--- config.mk ---
export PLATFORM = sky130hd
export DESIGN_NAME = load_store_unit
export DESIGN_NICKNAME = d
export VERILOG_FILES = /design/src/rtl/load_store_unit.sv
export SDC_FILE = /design/constraint.sdc
export NUM_CORES = 1
export LEC_CHECK = 0
export CORE_MARGIN = 5
export CORE_UTILIZATION = 46
export DETAILED_ROUTE_END_ITERATION = 10
export PLACE_DENSITY = 0.84
export SLEW_MARGIN = 20
export SYNTH_ARGS = -nofsm -noshare
export SYNTH_HDL_FRONTEND = slang
export SYNTH_SLANG_ARGS = --single-unit
--- constraint.sdc ---
create_clock -name clk -period 2.4 [get_ports clk]
set_input_delay 0.36 -clock clk [delete_from_list [all_inputs] [get_ports clk]]
set_output_delay 0.36 -clock clk [all_outputs]
set_load 0.005 [all_outputs]
--- src/rtl/load_store_unit.sv ---
// Load/store unit between the execute stage and the word-addressed data memory.
// Handles sub-word loads with extension, sub-word stores via read-modify-write, and access faults.
module load_store_unit #(
    parameter int MEM_WORDS = 4000
) (
    input  logic        clk,
    input  logic        rst_n,
    input  logic        req,
    input  logic [2:0]  op,
    input  logic [31:0] addr,
    input  logic [31:0] storeData,
    output logic        busy,
    output logic        done,
    output logic [31:0] loadData,
    output logic        fault,
    output logic        memWrEn,
    output logic [31:0] memAddr,
    output logic [31:0] memDataIn,
    input  logic [31:0] memDataOut
);

    localparam logic [2:0] OP_LB  = 3'b000;
    localparam logic [2:0] OP_LH  = 3'b001;
    localparam logic [2:0] OP_LW  = 3'b010;
    localparam logic [2:0] OP_SB  = 3'b011;
    localparam logic [2:0] OP_LBU = 3'b100;
    localparam logic [2:0] OP_LHU = 3'b101;
    localparam logic [2:0] OP_SH  = 3'b110;
    localparam logic [2:0] OP_SW  = 3'b111;

    localparam logic [32:0] ADDR_LIMIT = 33'(MEM_WORDS) * 33'd4;

    typedef enum logic [2:0] {
        IDLE,
        READ,
        CAPTURE,
        WRITE,
        DONE
    } state_t;

    state_t      state;
    logic [2:0]  curOp;
    logic [1:0]  laneSel;
    logic [31:0] wrData;

    logic        misaligned;
    logic        outOfRange;
    logic        reqFault;
    logic [7:0]  selByte;
    logic [15:0] selHalf;
    logic [31:0] extended;
    logic [31:0] mergedWord;

    always_comb begin
        misaligned = 1'b0;
        case (op)
            OP_LH, OP_LHU, OP_SH: misaligned = addr[0];
            OP_LW, OP_SW:         misaligned = |addr[1:0];
            default:              misaligned = 1'b0;
        endcase
        outOfRange = ({1'b0, addr} >= ADDR_LIMIT);
        reqFault   = misaligned | outOfRange;
    end

    always_comb begin
        selByte = memDataOut[7:0];
        case (laneSel)
            2'd0: selByte = memDataOut[7:0];
            2'd1: selByte = memDataOut[15:8];
            2'd2: selByte = memDataOut[23:16];
            2'd3: selByte = memDataOut[31:24];
            default: selByte = memDataOut[7:0];
        endcase
        selHalf = laneSel[1] ? memDataOut[31:16] : memDataOut[15:0];

        case (curOp)
            OP_LB:   extended = {{24{selByte[7]}}, selByte};
            OP_LBU:  extended = {24'd0, selByte};
            OP_LH:   extended = {{16{selHalf[15]}}, selHalf};
            OP_LHU:  extended = {16'd0, selHalf};
            default: extended = memDataOut;
        endcase
    end

    // The read issued in READ returns during WRITE, so the merge happens combinationally there.
    always_comb begin
        mergedWord = memDataOut;
        if (curOp == OP_SB) begin
            case (laneSel)
                2'd0: mergedWord[7:0]   = wrData[7:0];
                2'd1: mergedWord[15:8]  = wrData[7:0];
                2'd2: mergedWord[23:16] = wrData[7:0];
                2'd3: mergedWord[31:24] = wrData[7:0];
                default: mergedWord = memDataOut;
            endcase
        end else if (curOp == OP_SH) begin
            if (laneSel[1]) begin
                mergedWord[31:16] = wrData[15:0];
            end else begin
                mergedWord[15:0] = wrData[15:0];
            end
        end else begin
            mergedWord = wrData;
        end
        memDataIn = (state == WRITE) ? mergedWord : 32'd0;
    end

    always_ff @(posedge clk or negedge rst_n) begin
        if (!rst_n) begin
            state    <= IDLE;
            busy     <= 1'b0;
            done     <= 1'b0;
            fault    <= 1'b0;
            loadData <= 32'd0;
            memWrEn  <= 1'b0;
            memAddr  <= 32'd0;
            curOp    <= OP_LB;
            laneSel  <= 2'd0;
            wrData   <= 32'd0;
        end else begin
            done    <= 1'b0;
            memWrEn <= 1'b0;
            case (state)
                IDLE: begin
                    if (req) begin
                        curOp   <= op;
                        laneSel <= addr[1:0];
                        wrData  <= storeData;
                        memAddr <= {addr[31:2], 2'b00};
                        busy    <= 1'b1;
                        fault   <= reqFault;
                        if (reqFault) begin
                            state <= DONE;
                            done  <= 1'b1;
                        end else if (op == OP_SW) begin
                            state   <= WRITE;
                            memWrEn <= 1'b1;
                        end else begin
                            state <= READ;
                        end
                    end
                end
                READ: begin
                    if (curOp == OP_SB || curOp == OP_SH) begin
                        state   <= WRITE;
                        memWrEn <= 1'b1;
                    end else begin
                        state <= CAPTURE;
                    end
                end
                CAPTURE: begin
                    loadData <= extended;
                    state    <= DONE;
                    done     <= 1'b1;
                end
                WRITE: begin
                    state <= DONE;
                    done  <= 1'b1;
                end
                DONE: begin
                    state <= IDLE;
                    busy  <= 1'b0;
                end
                default: begin
                    state <= IDLE;
                    busy  <= 1'b0;
                end
            endcase
        end
    end

endmodule

Word-level counts from Yosys, hierarchy flattened
Cells that the tools add are included.

Input bits: 102. Register bits: 106.

$lt $le $gt $ge: 1. Bitwise logic cells: 2. Eq/ne operators: 17. Mux-type cells: 28. Reduce and logical (&&, ||, !) cells: 11.

Operators with widths (count): $pmux W32 S4 (1); $mux W32 (3); $mux W16 (3); $ge A32 B14 Y1 const B (1); $mux W8 (4); $pmux W8 S4 (1); $eq A3 B3 Y1 const B (6); $eq A3 B2 Y1 const B (4); $eq A3 B1 Y1 const B (3); $pmux W3 S3 (1); $mux W1 (8); $pmux W1 S2 (4); $logic_not A3 Y1 (2); $mux W3 (2); $reduce_or A2 Y1 (3); $reduce_or A3 Y1 (2); $eq A2 B2 Y1 const B (2); $reduce_and A2 Y1 (2); $eq A2 B1 Y1 const B (1); $logic_not A2 Y1 (1); $mux W2 (1); $ne A2 B2 Y1 const B (1); $logic_or A1 B1 Y1 (1); $not A1 Y1 (1); $or A1 B1 Y1 (1).

Logic depth before layout (Yosys ltp)
Depth in word-level cells: 7. Gate-level depth with buffers: 7. Depth with buffers taken out: 4.

Worst setup path before layout
OpenSTA, ideal clock, no wires.

Path kind: register to output. Start: reg curOp[0]. End: out memDataIn[10]. Stages on the path, launching flop included: 8. Data arrival time: 1503 ps. Path buffers: 3. Setup slack: 537 ps. Path through: dfrtp_1 > buf_2 > and3b_1 > clkbuf_1 > buf_2 > nand2_1 > a211oi_1 > a211oi_1.

Word-level cells in the longest chain between the ends: 4.

Ends and longest elaborated chain: from (decl) (line 42) `logic [2:0] curOp;`; from (signal assigned) (line 126) `curOp <= op;`; $eq A3 B3 Y1 (line 96) `end else if (curOp == OP_SH) begin`; $mux W32 (line 96); $mux W32 * (line 88) `if (curOp == OP_SB) begin`; $mux W32 * (line 105) `memDataIn = (state == WRITE) ? mergedWord : 32'd0;`; to (decl) (line 18) `output logic [31:0] memDataIn,`.

Mark *: on every way between the ends. The rest lies on a longest branch, timed or not.

Final worst setup path
Start: reg curOp[0]. End: out memDataIn[20].

Same word-level chain as after synthesis.

==> impl_metrics.sql <==
INSERT INTO impl_metrics (metric_group, metric, value, unit) VALUES
('outcome', 'run_status', 'finished, violations left', ''),
('outcome', 'violations', 'setup timing', ''),
('routing', 'dr_total_vias', '5827', ''),
('synth', 'synth_enable_flop_cells', '0', ''),
('global_route', 'grt_use_met1', '36.68', '%'),
('cts', 'clk_path_buf_depth', '2', ''),
('sta', 'timing.hold.ws', '0.4910', 'ns'),
('routing', 'viasPerCell', '5.839', ''),
('cts', 'tritoncts.num_buffers', '9', ''),
('power_and_ir_drop', 'total_power', '0.005251', 'W'),
('synth', 'post_synth_num_cell_types', '47', ''),
('cts', 'clkSlewWorstSetupHoldPaths', '0.07', 'ns'),
('finish', 'area_delta_synth_final', '51.25', '%'),
('floorplanning', 'number_of_i_o_pins', '202', ''),
('sta', 'final.setup_skew', '0.004962', 'ns'),
('setup_path', 'worst_ep_required_time', '2.04', 'ns'),
('global_route', 'grt.met3_usage', '8.234', '%'),
('global_route', 'grt_util_all_layers', '29.12', '%'),
('setup_path', 'worstPathMaxFanout', '10', ''),
('min_path', 'whs_endpoint', 'loadData[28]', ''),
('placement', 'placement.cell_area', '8473', 'um^2'),
('placement', 'gp_congestion', '0.9442', ''),
('sta', 'slew-limit-headroom', '63.53', '%'),
('finish', 'antenna-diode-count', '0', ''),
('global_route', 'grt_max_degree', '53', ''),
('sta', 'final-setup-viol-count', '1', ''),
('synth', 'ys.warnings.count', '0', ''),
('sta', 'fraction_of_the_cycle_the_final_worst_path_needs', '100.1', '%'),
('floorplanning', 'die_outline_width', '123.5', 'um'),
('sta', 'tightestPinTransition', '0.5447', 'ns'),
('cts', 'cts_tree', 'done', ''),
('global_route', 'globalRouteOverflowTotal', '0', ''),
('sta', 'timing_hold_violations_final', '0', ''),
('routing', 'detailed_route_iter0_violations', '486', ''),
('placement', 'count_of_input_and_output_buffers', '199', ''),
('sta', 'setup-tns-final', '-0.001450', 'ns'),
('setup_path', 'worst_r2r_path_depth', '7', ''),
('synth', 'ys_ff_latch', '106', ''),
('setup_path', 'rrSetupSlack', '0.29', 'ns'),
('synth', 'postSynth.topFlopCell', 'sky130_fd_sc_hd__dfrtp_1', ''),
('sta', 'fmax', '416.4', 'MHz'),
('finish', 'layout_filler_cell_count', '951', ''),
('cts', 'cts.htree.levels', '3', ''),
('sta', 'minimum_clock_period_after_layout', '2.401', 'ns'),
('global_route', 'met2_capacity_usage_during_global_routing', '47.40', '%'),
('routing', 'drc_errors', '0', ''),
('placement', 'post-place-ws', '-0.1887', 'ns'),
('finish', 'finalInstanceArea', '8959', 'um^2'),
('floorplanning', 'rows', '41', ''),
('routing', 'routed_wl', '21780', 'um'),
('placement', 'hpwl_reported_at_the_end_of_detailed_placement', '16030', 'um'),
('global_route', 'antenna_found_initial', '0', ''),
('power_and_ir_drop', 'leakage', '3.726', 'nW'),
('setup_path', 'critical_path.startpoint_type', 'flip-flop', ''),
('floorplanning', 'initial_core_util', '46.94', '%'),
('synth', 'synthesized_netlist_cell_count', '582', ''),
('floorplanning', 'die_height', '123.5', 'um'),
('routing', 'drt.antenna.violating_nets', '0', ''),
('run', 'maxCapViolations', '0', ''),
('min_path', 'worstHoldStart', 'loadData[28]', ''),
('sta', 'postLayoutSetupSlackWorst', '-0.001450', 'ns'),
('sta', 'drv_slew', '0', ''),
('cts', 'clock_insertion_delay_worst_skew', '0.35', 'ns'),
('synth', 'syn_avg_cell_area', '10.18', 'um^2'),
('finish', 'drive_above_1_share', '30.27', '%'),
('finish', 'final_common_cell', 'sky130_fd_sc_hd__clkdlybuf4s50_1', ''),
('finish', 'fin_nets', '923', ''),
('setup_path', 'timing.rr.end', 'loadData[2]', ''),
('cts', 'clock_tree.root_cell', 'sky130_fd_sc_hd__clkbuf_16', ''),
('global_route', 'grt_peak_use_layer', 'met2', ''),
('setup_path', 'end_kind', 'primary output', '');
## sequential cells by signal, summed over array words and instances, names as in the netlist, 2 cells and up
signal	count
state	3
laneSel	2
memAddr	30
wrData	32
curOp	3
loadData	32
## synth_stat cells, types with 13 or more instances
cell                       instances  area share, %
sky130_fd_sc_hd__o21ai_0          13            1.1
sky130_fd_sc_hd__nand2_1          61            3.9
sky130_fd_sc_hd__clkbuf_1         18            1.1
sky130_fd_sc_hd__a211oi_1         25            3.2
sky130_fd_sc_hd__buf_2            25            2.1
sky130_fd_sc_hd__dfrtp_1         106             45
sky130_fd_sc_hd__a21oi_1          32            2.7
sky130_fd_sc_hd__nand3_1          55            4.6
sky130_fd_sc_hd__mux2_2           88             17
sky130_fd_sc_hd__nor3b_1          14            1.8
sky130_fd_sc_hd__nor2_1           22            1.4
sky130_fd_sc_hd__mux2i_1          26            4.4
## report_power, final
group,switching (W),internal [W]
Sequential,0.000165,0.00197
Combinational,0.000730,0.000906
Clock,0.000673,0.000811
Total,0.00157,0.00368
## per-layer routing
metal,vias up,share of wire [%]
met4,0,3.5
met1,2845,40
li1,2609,-
met5,-,0
met3,57,9.7
met2,316,47
## worst max-delay path, stage by stage, from the launching register on
cell	delay, ns
sky130_fd_sc_hd__dfrtp_1	0.39
sky130_fd_sc_hd__and3b_2	0.32
sky130_fd_sc_hd__buf_12	0.16
sky130_fd_sc_hd__buf_4	0.14
sky130_fd_sc_hd__nor2_1	0.05
sky130_fd_sc_hd__a211o_1	0.26
sky130_fd_sc_hd__a21oi_1	0.14
sky130_fd_sc_hd__clkdlybuf4s15_2	0.23
## area by class of cell
| cell class | instances | area (um^2) | share of cell area (%) |
|---|---|---|---|
| Clock buffer | 12 | 236.5 | 2.640 |
| Clock inverter | 4 | 52.55 | 0.5866 |
| Inverter | 1 | 3.754 | 0.04190 |
| Multi-Input combinational cell | 427 | 3187 | 35.57 |
| Sequential cell | 106 | 2654 | 29.62 |
| Tap cell | 172 | 215.2 | 2.402 |
| Timing Repair Buffer | 276 | 2610 | 29.13 |
## cell families after synthesis
| logic type | after synthesis | synth area share [%] |
|---|---|---|
| simple gates | 201 | 17.13 |
| mux | 114 | 21.12 |
| compound gates | 110 | 12.93 |
| flops | 106 | 44.78 |
| buf+inv | 50 | 3.971 |
| other cells | 1 | 0.06331 |
## through the flow
| stage | cells | util (%) |
|---|---|---|
| 6_report | 998 | 70.99 |
| 5_1_grt | 998 | 70.99 |
| 4_1_cts | 990 | 70.60 |
| 3_5_place_dp | 968 | 67.14 |
| 3_3_place_gp | 968 | 67.14 |
| 2_1_floorplan | 583 | - |
## how the worst max path moves through the flow
stage,start,to,slack [ns]
4_1_cts,curOp[1],memDataIn[18],-0.22
2_1_floorplan,curOp[0],memDataIn[10],0.54
5_1_grt,curOp[0],memDataIn[7],-0.08
3_3_place_gp,memDataOut[13],memDataIn[13],-0.17
3_5_place_dp,memDataOut[24],memDataIn[24],-0.19
6_report,curOp[0],memDataIn[20],-0.001
## repair_timing
| item | CTS | global route |
|---|---|---|
| setup endpoints to repair | 32 | 29 |
| hold buffers | 1 | 0 |
| resized for setup | 104 | 41 |
| setup buffers | 5 | 7 |
| gates cloned | 2 | 2 |
| endpoints found under the hold margin | 34 | 0 |
| pin swaps | 17 | 16 |
No activity file was read; power rests on OpenSTA's default activity.
